===== src/rtl/fruit_bbox_detect.sv =====
// Raster-scan bounding box of the binary fruit mask, published once per frame on rising vsync.
// Latency: results and the frame_done pulse appear two edges after vsync is first sampled high; no backpressure.
module fruit_bbox_detect #(
   parameter logic [11:0] IMG_WIDTH       = 12'd640,
   parameter logic [11:0] IMG_HEIGHT      = 12'd480,
   parameter logic [19:0] MIN_PIXELS      = 20'd500,
   parameter logic [11:0] MIN_SIZE        = 12'd8,
   parameter logic [11:0] LABEL_CLEARANCE = 12'd28,
   parameter logic [3:0]  HOLD_FRAMES     = 4'd2
) (
   input  logic        pixelclk,
   input  logic        reset,
   input  logic        i_vsync,
   input  logic        i_de,
   input  logic        i_mask,
   input  logic [11:0] hcount,
   input  logic [11:0] vcount,
   output logic [11:0] hcount_l1,
   output logic [11:0] hcount_r1,
   output logic [11:0] vcount_l1,
   output logic [11:0] vcount_r1,
   output logic        en,
   output logic [19:0] pixel_count,
   output logic        frame_done
);

   // stage 0 input registers
   logic        de_q, de_d;
   logic        mask_q, mask_d;
   logic [11:0] hc_q, hc_d;
   logic [11:0] vc_q, vc_d;
   logic        vs_d0_q, vs_d0_d;
   logic        vs_d1_q, vs_d1_d;
   logic        armed_q, armed_d;

   // per-frame accumulators
   logic [11:0] min_x_q, min_x_d;
   logic [11:0] max_x_q, max_x_d;
   logic [11:0] min_y_q, min_y_d;
   logic [11:0] max_y_q, max_y_d;
   logic [19:0] cnt_q, cnt_d;

   // published results
   logic [11:0] hcount_l1_q, hcount_l1_d;
   logic [11:0] hcount_r1_q, hcount_r1_d;
   logic [11:0] vcount_l1_q, vcount_l1_d;
   logic [11:0] vcount_r1_q, vcount_r1_d;
   logic [19:0] pixel_count_q, pixel_count_d;
   logic        en_q, en_d;
   logic        frame_done_q, frame_done_d;
   logic [3:0]  miss_cnt_q, miss_cnt_d;

   logic        qual;
   logic        frame_end;
   logic [12:0] box_w;
   logic [12:0] box_h;
   logic        frame_valid;
   logic [3:0]  miss_next;

   assign qual = de_q & mask_q & (hc_q < IMG_WIDTH) & (vc_q < IMG_HEIGHT);

   // armed_q blocks a vsync that was already high out of reset from looking like a rising edge
   assign frame_end = vs_d0_q & ~vs_d1_q & armed_q;

   assign box_w = {1'b0, max_x_q} - {1'b0, min_x_q} + 13'd1;
   assign box_h = {1'b0, max_y_q} - {1'b0, min_y_q} + 13'd1;

   assign frame_valid = (cnt_q != 20'd0) && (cnt_q >= MIN_PIXELS) &&
                        (box_w >= {1'b0, MIN_SIZE}) && (box_h >= {1'b0, MIN_SIZE});

   assign miss_next = (miss_cnt_q >= HOLD_FRAMES) ? HOLD_FRAMES : miss_cnt_q + 4'd1;

   always_comb begin
      de_d          = i_de;
      mask_d        = i_mask;
      hc_d          = hcount;
      vc_d          = vcount;
      vs_d0_d       = i_vsync;
      vs_d1_d       = vs_d0_q;
      armed_d       = armed_q | ~i_vsync;
      min_x_d       = min_x_q;
      max_x_d       = max_x_q;
      min_y_d       = min_y_q;
      max_y_d       = max_y_q;
      cnt_d         = cnt_q;
      hcount_l1_d   = hcount_l1_q;
      hcount_r1_d   = hcount_r1_q;
      vcount_l1_d   = vcount_l1_q;
      vcount_r1_d   = vcount_r1_q;
      pixel_count_d = pixel_count_q;
      en_d          = en_q;
      frame_done_d  = 1'b0;
      miss_cnt_d    = miss_cnt_q;

      if (frame_end) begin
         // a pixel coinciding with the frame boundary belongs to the new frame
         if (qual) begin
            min_x_d = hc_q;
            max_x_d = hc_q;
            min_y_d = vc_q;
            max_y_d = vc_q;
            cnt_d   = 20'd1;
         end else begin
            min_x_d = 12'hFFF;
            max_x_d = 12'd0;
            min_y_d = 12'hFFF;
            max_y_d = 12'd0;
            cnt_d   = 20'd0;
         end
      end else if (qual) begin
         if (hc_q < min_x_q) min_x_d = hc_q;
         if (hc_q > max_x_q) max_x_d = hc_q;
         if (vc_q < min_y_q) min_y_d = vc_q;
         if (vc_q > max_y_q) max_y_d = vc_q;
         if (cnt_q != 20'hFFFFF) cnt_d = cnt_q + 20'd1;
      end

      if (frame_end) begin
         frame_done_d  = 1'b1;
         pixel_count_d = cnt_q;
         if (frame_valid) begin
            hcount_l1_d = min_x_q;
            hcount_r1_d = max_x_q;
            vcount_l1_d = (min_y_q < LABEL_CLEARANCE) ? LABEL_CLEARANCE : min_y_q;
            vcount_r1_d = max_y_q;
            en_d        = 1'b1;
            miss_cnt_d  = 4'd0;
         end else begin
            miss_cnt_d = miss_next;
            if (miss_next >= HOLD_FRAMES) en_d = 1'b0;
         end
      end
   end

   always_ff @(posedge pixelclk) begin
      if (reset) begin
         de_q          <= 1'b0;
         mask_q        <= 1'b0;
         hc_q          <= 12'd0;
         vc_q          <= 12'd0;
         vs_d0_q       <= 1'b0;
         vs_d1_q       <= 1'b0;
         armed_q       <= 1'b0;
         min_x_q       <= 12'hFFF;
         max_x_q       <= 12'd0;
         min_y_q       <= 12'hFFF;
         max_y_q       <= 12'd0;
         cnt_q         <= 20'd0;
         hcount_l1_q   <= 12'd0;
         hcount_r1_q   <= 12'd0;
         vcount_l1_q   <= 12'd0;
         vcount_r1_q   <= 12'd0;
         pixel_count_q <= 20'd0;
         en_q          <= 1'b0;
         frame_done_q  <= 1'b0;
         miss_cnt_q    <= 4'd0;
      end else begin
         de_q          <= de_d;
         mask_q        <= mask_d;
         hc_q          <= hc_d;
         vc_q          <= vc_d;
         vs_d0_q       <= vs_d0_d;
         vs_d1_q       <= vs_d1_d;
         armed_q       <= armed_d;
         min_x_q       <= min_x_d;
         max_x_q       <= max_x_d;
         min_y_q       <= min_y_d;
         max_y_q       <= max_y_d;
         cnt_q         <= cnt_d;
         hcount_l1_q   <= hcount_l1_d;
         hcount_r1_q   <= hcount_r1_d;
         vcount_l1_q   <= vcount_l1_d;
         vcount_r1_q   <= vcount_r1_d;
         pixel_count_q <= pixel_count_d;
         en_q          <= en_d;
         frame_done_q  <= frame_done_d;
         miss_cnt_q    <= miss_cnt_d;
      end
   end

   assign hcount_l1   = hcount_l1_q;
   assign hcount_r1   = hcount_r1_q;
   assign vcount_l1   = vcount_l1_q;
   assign vcount_r1   = vcount_r1_q;
   assign pixel_count = pixel_count_q;
   assign en          = en_q;
   assign frame_done  = frame_done_q;

endmodule


===== config.mk =====
export PLATFORM = sky130hd
export DESIGN_NAME = fruit_bbox_detect
export DESIGN_NICKNAME = d
export VERILOG_FILES = /design/src/rtl/fruit_bbox_detect.sv
export SDC_FILE = /design/constraint.sdc
export NUM_CORES = 1
export LEC_CHECK = 0
export ABC_AREA = 1
export CORE_ASPECT_RATIO = 0.7
export CORE_MARGIN = 3
export CORE_UTILIZATION = 41
export CTS_BUF_LIST = sky130_fd_sc_hd__clkbuf_8 sky130_fd_sc_hd__clkbuf_16
export DETAILED_ROUTE_END_ITERATION = 8
export GPL_TIMING_DRIVEN = 0
export PLACE_DENSITY_LB_ADDON = 0.15
export SYNTH_ARGS = -nofsm -noshare
export SYNTH_HDL_FRONTEND = slang
export SYNTH_SLANG_ARGS = --single-unit

===== constraint.sdc =====
create_clock -name pixelclk -period 5.9 [get_ports pixelclk]
set_input_delay 1.18 -clock pixelclk [delete_from_list [all_inputs] [get_ports pixelclk]]
set_output_delay 1.18 -clock pixelclk [all_outputs]
set_load 0.005 [all_outputs]

==> run metrics <==
status=finished, final reports clean; synth top area cells=dfxtp_1, nand2_1, ha_1; antenna viol nets, final=0; post-synth top area cell=dfxtp_1; Synth Instances=1,342; Port Buf Inserts=98; Inserted Clock Buffers=17; # fillers=2,272; Die Area=24,700 um^2; Max Clk Rate=283 MHz; maxcap violations=0; sequential share of the synthesized area=0.366; number of synthesized register bits=171; Layout area overhead=20.6%; Leak=5.54 nW; worst setup margin=2.36 ns; # setup viols final=0; top-count cell post-synth=nand2_1; largest net degree at the start of global routing=17; GRT Util Overall=0.217; Syn Std Cell Area=9360 um^2; H-tree depth=4; Nets=1,586; violation count after the first detailed-route iteration=709; setup_tns=0 ns; core area=22,100 um^2; Place WS=2.47 ns; Switch Pwr=0.598 mW; Pins Over Slew Limit=0; global-route wire length before repair=42,600 um; Most used DFF post-synth=dfxtp_1; final hold violation count=0; RD Place Congestion=0.917; Pwr Total=2.51 mW; Worst-Margin Slew=0.723 ns; die height=132 um; clock share of power=0.446; count of cell types in the netlist=38; period utilisation layout=0.600; Sw Ratio=0.239; Async S/R FF share, synth=0; HP Class=flop to flop; clk_skew=0.0121 ns; Post-CTS Hold Fix Bufs=0; worst reg2reg endpoint=hcount_r1[1]; Critical Path Source=max_y_q[1]; clock slew at reported path FFs=0.06 ns; TritonCTS clock tree=built; # IOs=99; Required @ worst endpoint=6.26 ns; vias in the first global route=7,756; Post-synth EDFFs=0; Hold Path Cell Cnt=2; leading cell types by count after synthesis=nand2_1, inv_1, nor2_1; clk root buf=clkbuf_16; detailed placement HPWL=21,100 um; first drt pass iteration count=5; Seq pwr share=0.479; vias=8,729; chip width=187 um; internal power=1.91 mW; Initial Util=0.424; Max-slew headroom=0.514; Worst setup SP type=flop; antenna diode count=0; Hold Startpoint=miss_cnt_q[3]; CP max FO=10; IR drop worst, VDD=0.203 mV; initial antenna violation count=0; Tmin final=3.54 ns; Pwr per Cell Area=222 nW/um^2; gr ovfl total=0; Clock Sinks=171; reg2reg setup slack=2.36 ns; Avg WL per Cell=15.2 um; vias per cell=4.92; DRC violations left=0; Row Count=45; ratio of cells with drive above 1 in the final layout=0.0327; Mapped Nets=1,469; unrepaired setup endpoints after global routing=false; CP Class=flop to flop; R2R Path Start=max_y_q[1]; Post-Route WL=26,900 um; Crit. End Element=flop; Crit path arrival time=3.90 ns; Comb pwr share=0.075; syn avg cell area=6.98 um^2; fin util=0.512; worst skew pair latency=0.44 ns; post-cts gate resize count=0; number of setup buffers added after CTS=0; Hold Slack=0.454 ns; top cell type's share of synthesized area=0.366; R2R cell count=18; hold endpoint=miss_cnt_q[3]; YS warnings=0; CTS max path bufs=2
[layout by cell type, fill, tap and decap left out, drive strengths merged]
cell           instances
nand2                325
inv                  216
nor2                 188
dfxtp                171
clkdlybuf4s50         98
ha                    96
nand3                 69
a21oi                 68
o21ai                 51
clkbuf                46
nor3                  26
nand4                 23
o211ai                22
buf                   13
xor2                  11
nor4                   7
clkinv                 5
xnor2                  4
a22o                   4
o31ai                  4
bufinv                 3
o21a                   2
a31oi                  2
a21boi                 2
a211oi                 2
o2111ai                2
fa                     2
clkinvlp               2
or2                    2
a21o                   1
a22oi                  1
[worst max-delay path, cell delays in order, from the launching register on]
cell and delay (ns):
dfxtp_1 0.39, inv_1 0.09, ha_1 0.27, inv_1 0.04, ha_1 0.25, fa_1 0.49
a21oi_1 0.39, nor2_1 0.07, nor2_1 0.10, nand2_1 0.07, nor2_1 0.09, nand2_1 0.06
nor2_1 0.08, nand2_1 0.22, nand3_2 0.21, buf_6 0.19, buf_4 0.23, nor2_1 0.08
nor2_1 0.13
[sequential cells by signal (all words and copies together), names as in the netlist, 12 cells and up]
register,cells
cnt_q,20
pixel_count,20
hc_q,12
hcount_l1,12
hcount_r1,12
max_x_q,12
max_y_q,12
min_x_q,12
min_y_q,12
vc_q,12
vcount_l1,12
vcount_r1,12
[worst max-delay path by stage]
stage                    endpoint  depth (start not counted)
floorplan            hcount_r1[0]                         19
finish               hcount_r1[1]                         18
global route         hcount_r1[1]                         20
global placement    hcount_l1[11]                         19
detailed placement   vcount_r1[4]                         19
CTS                  hcount_r1[1]                         18
[kinds of logic (layout without fill, tap and decap cells)]
group,count (synthesis),count (layout),share of synthesized area
and+or+nand+nor,640,640,0.282
buffers and inverters,257,383,0.108
DFF,171,171,0.366
AOI/OAI and AO/OA,161,161,0.0978
adders and majority gates,98,98,0.133
xor gates and xnor gates,15,15,0.0140
[through the flow]
step / instance area (um^2) / std cells
CTS: 11300 / 1773
finish: 11300 / 1773
global placement: 10700 / 1745
floorplan: 9360 / 1342
global route: 11300 / 1773
detailed placement: 10700 / 1745
[layer usage]
layer  track usage  part of all wire
met2         0.297              0.39
met1         0.349              0.54
met4        0.0474            0.0082
met3        0.0392             0.061
met5             0                 0
[power groups by stage]
stage / clock (mW) / combinational [mW] / sequential, mW
global placement: 0 / 0.184 / 1.22
CTS: 1.13 / 0.189 / 1.20
finish: 1.12 / 0.188 / 1.20
detailed placement: 0 / 0.187 / 1.22
floorplan: 0 / 0.124 / 1.21
global route: 1.18 / 0.215 / 1.20
[area by class of cell]
cell class / instances / area, um^2 / share of cell area
buffer: 41 / 196 / 0.0174
clock inverter: 10 / 129 / 0.0114
inverter: 216 / 811 / 0.0718
multi-input combinational: 914 / 4930 / 0.437
clock buffer: 18 / 439 / 0.0389
timing repair buffer: 98 / 981 / 0.0869
sequential: 171 / 3420 / 0.303
tap: 305 / 382 / 0.0338
Power figures use the tool's default switching activity.
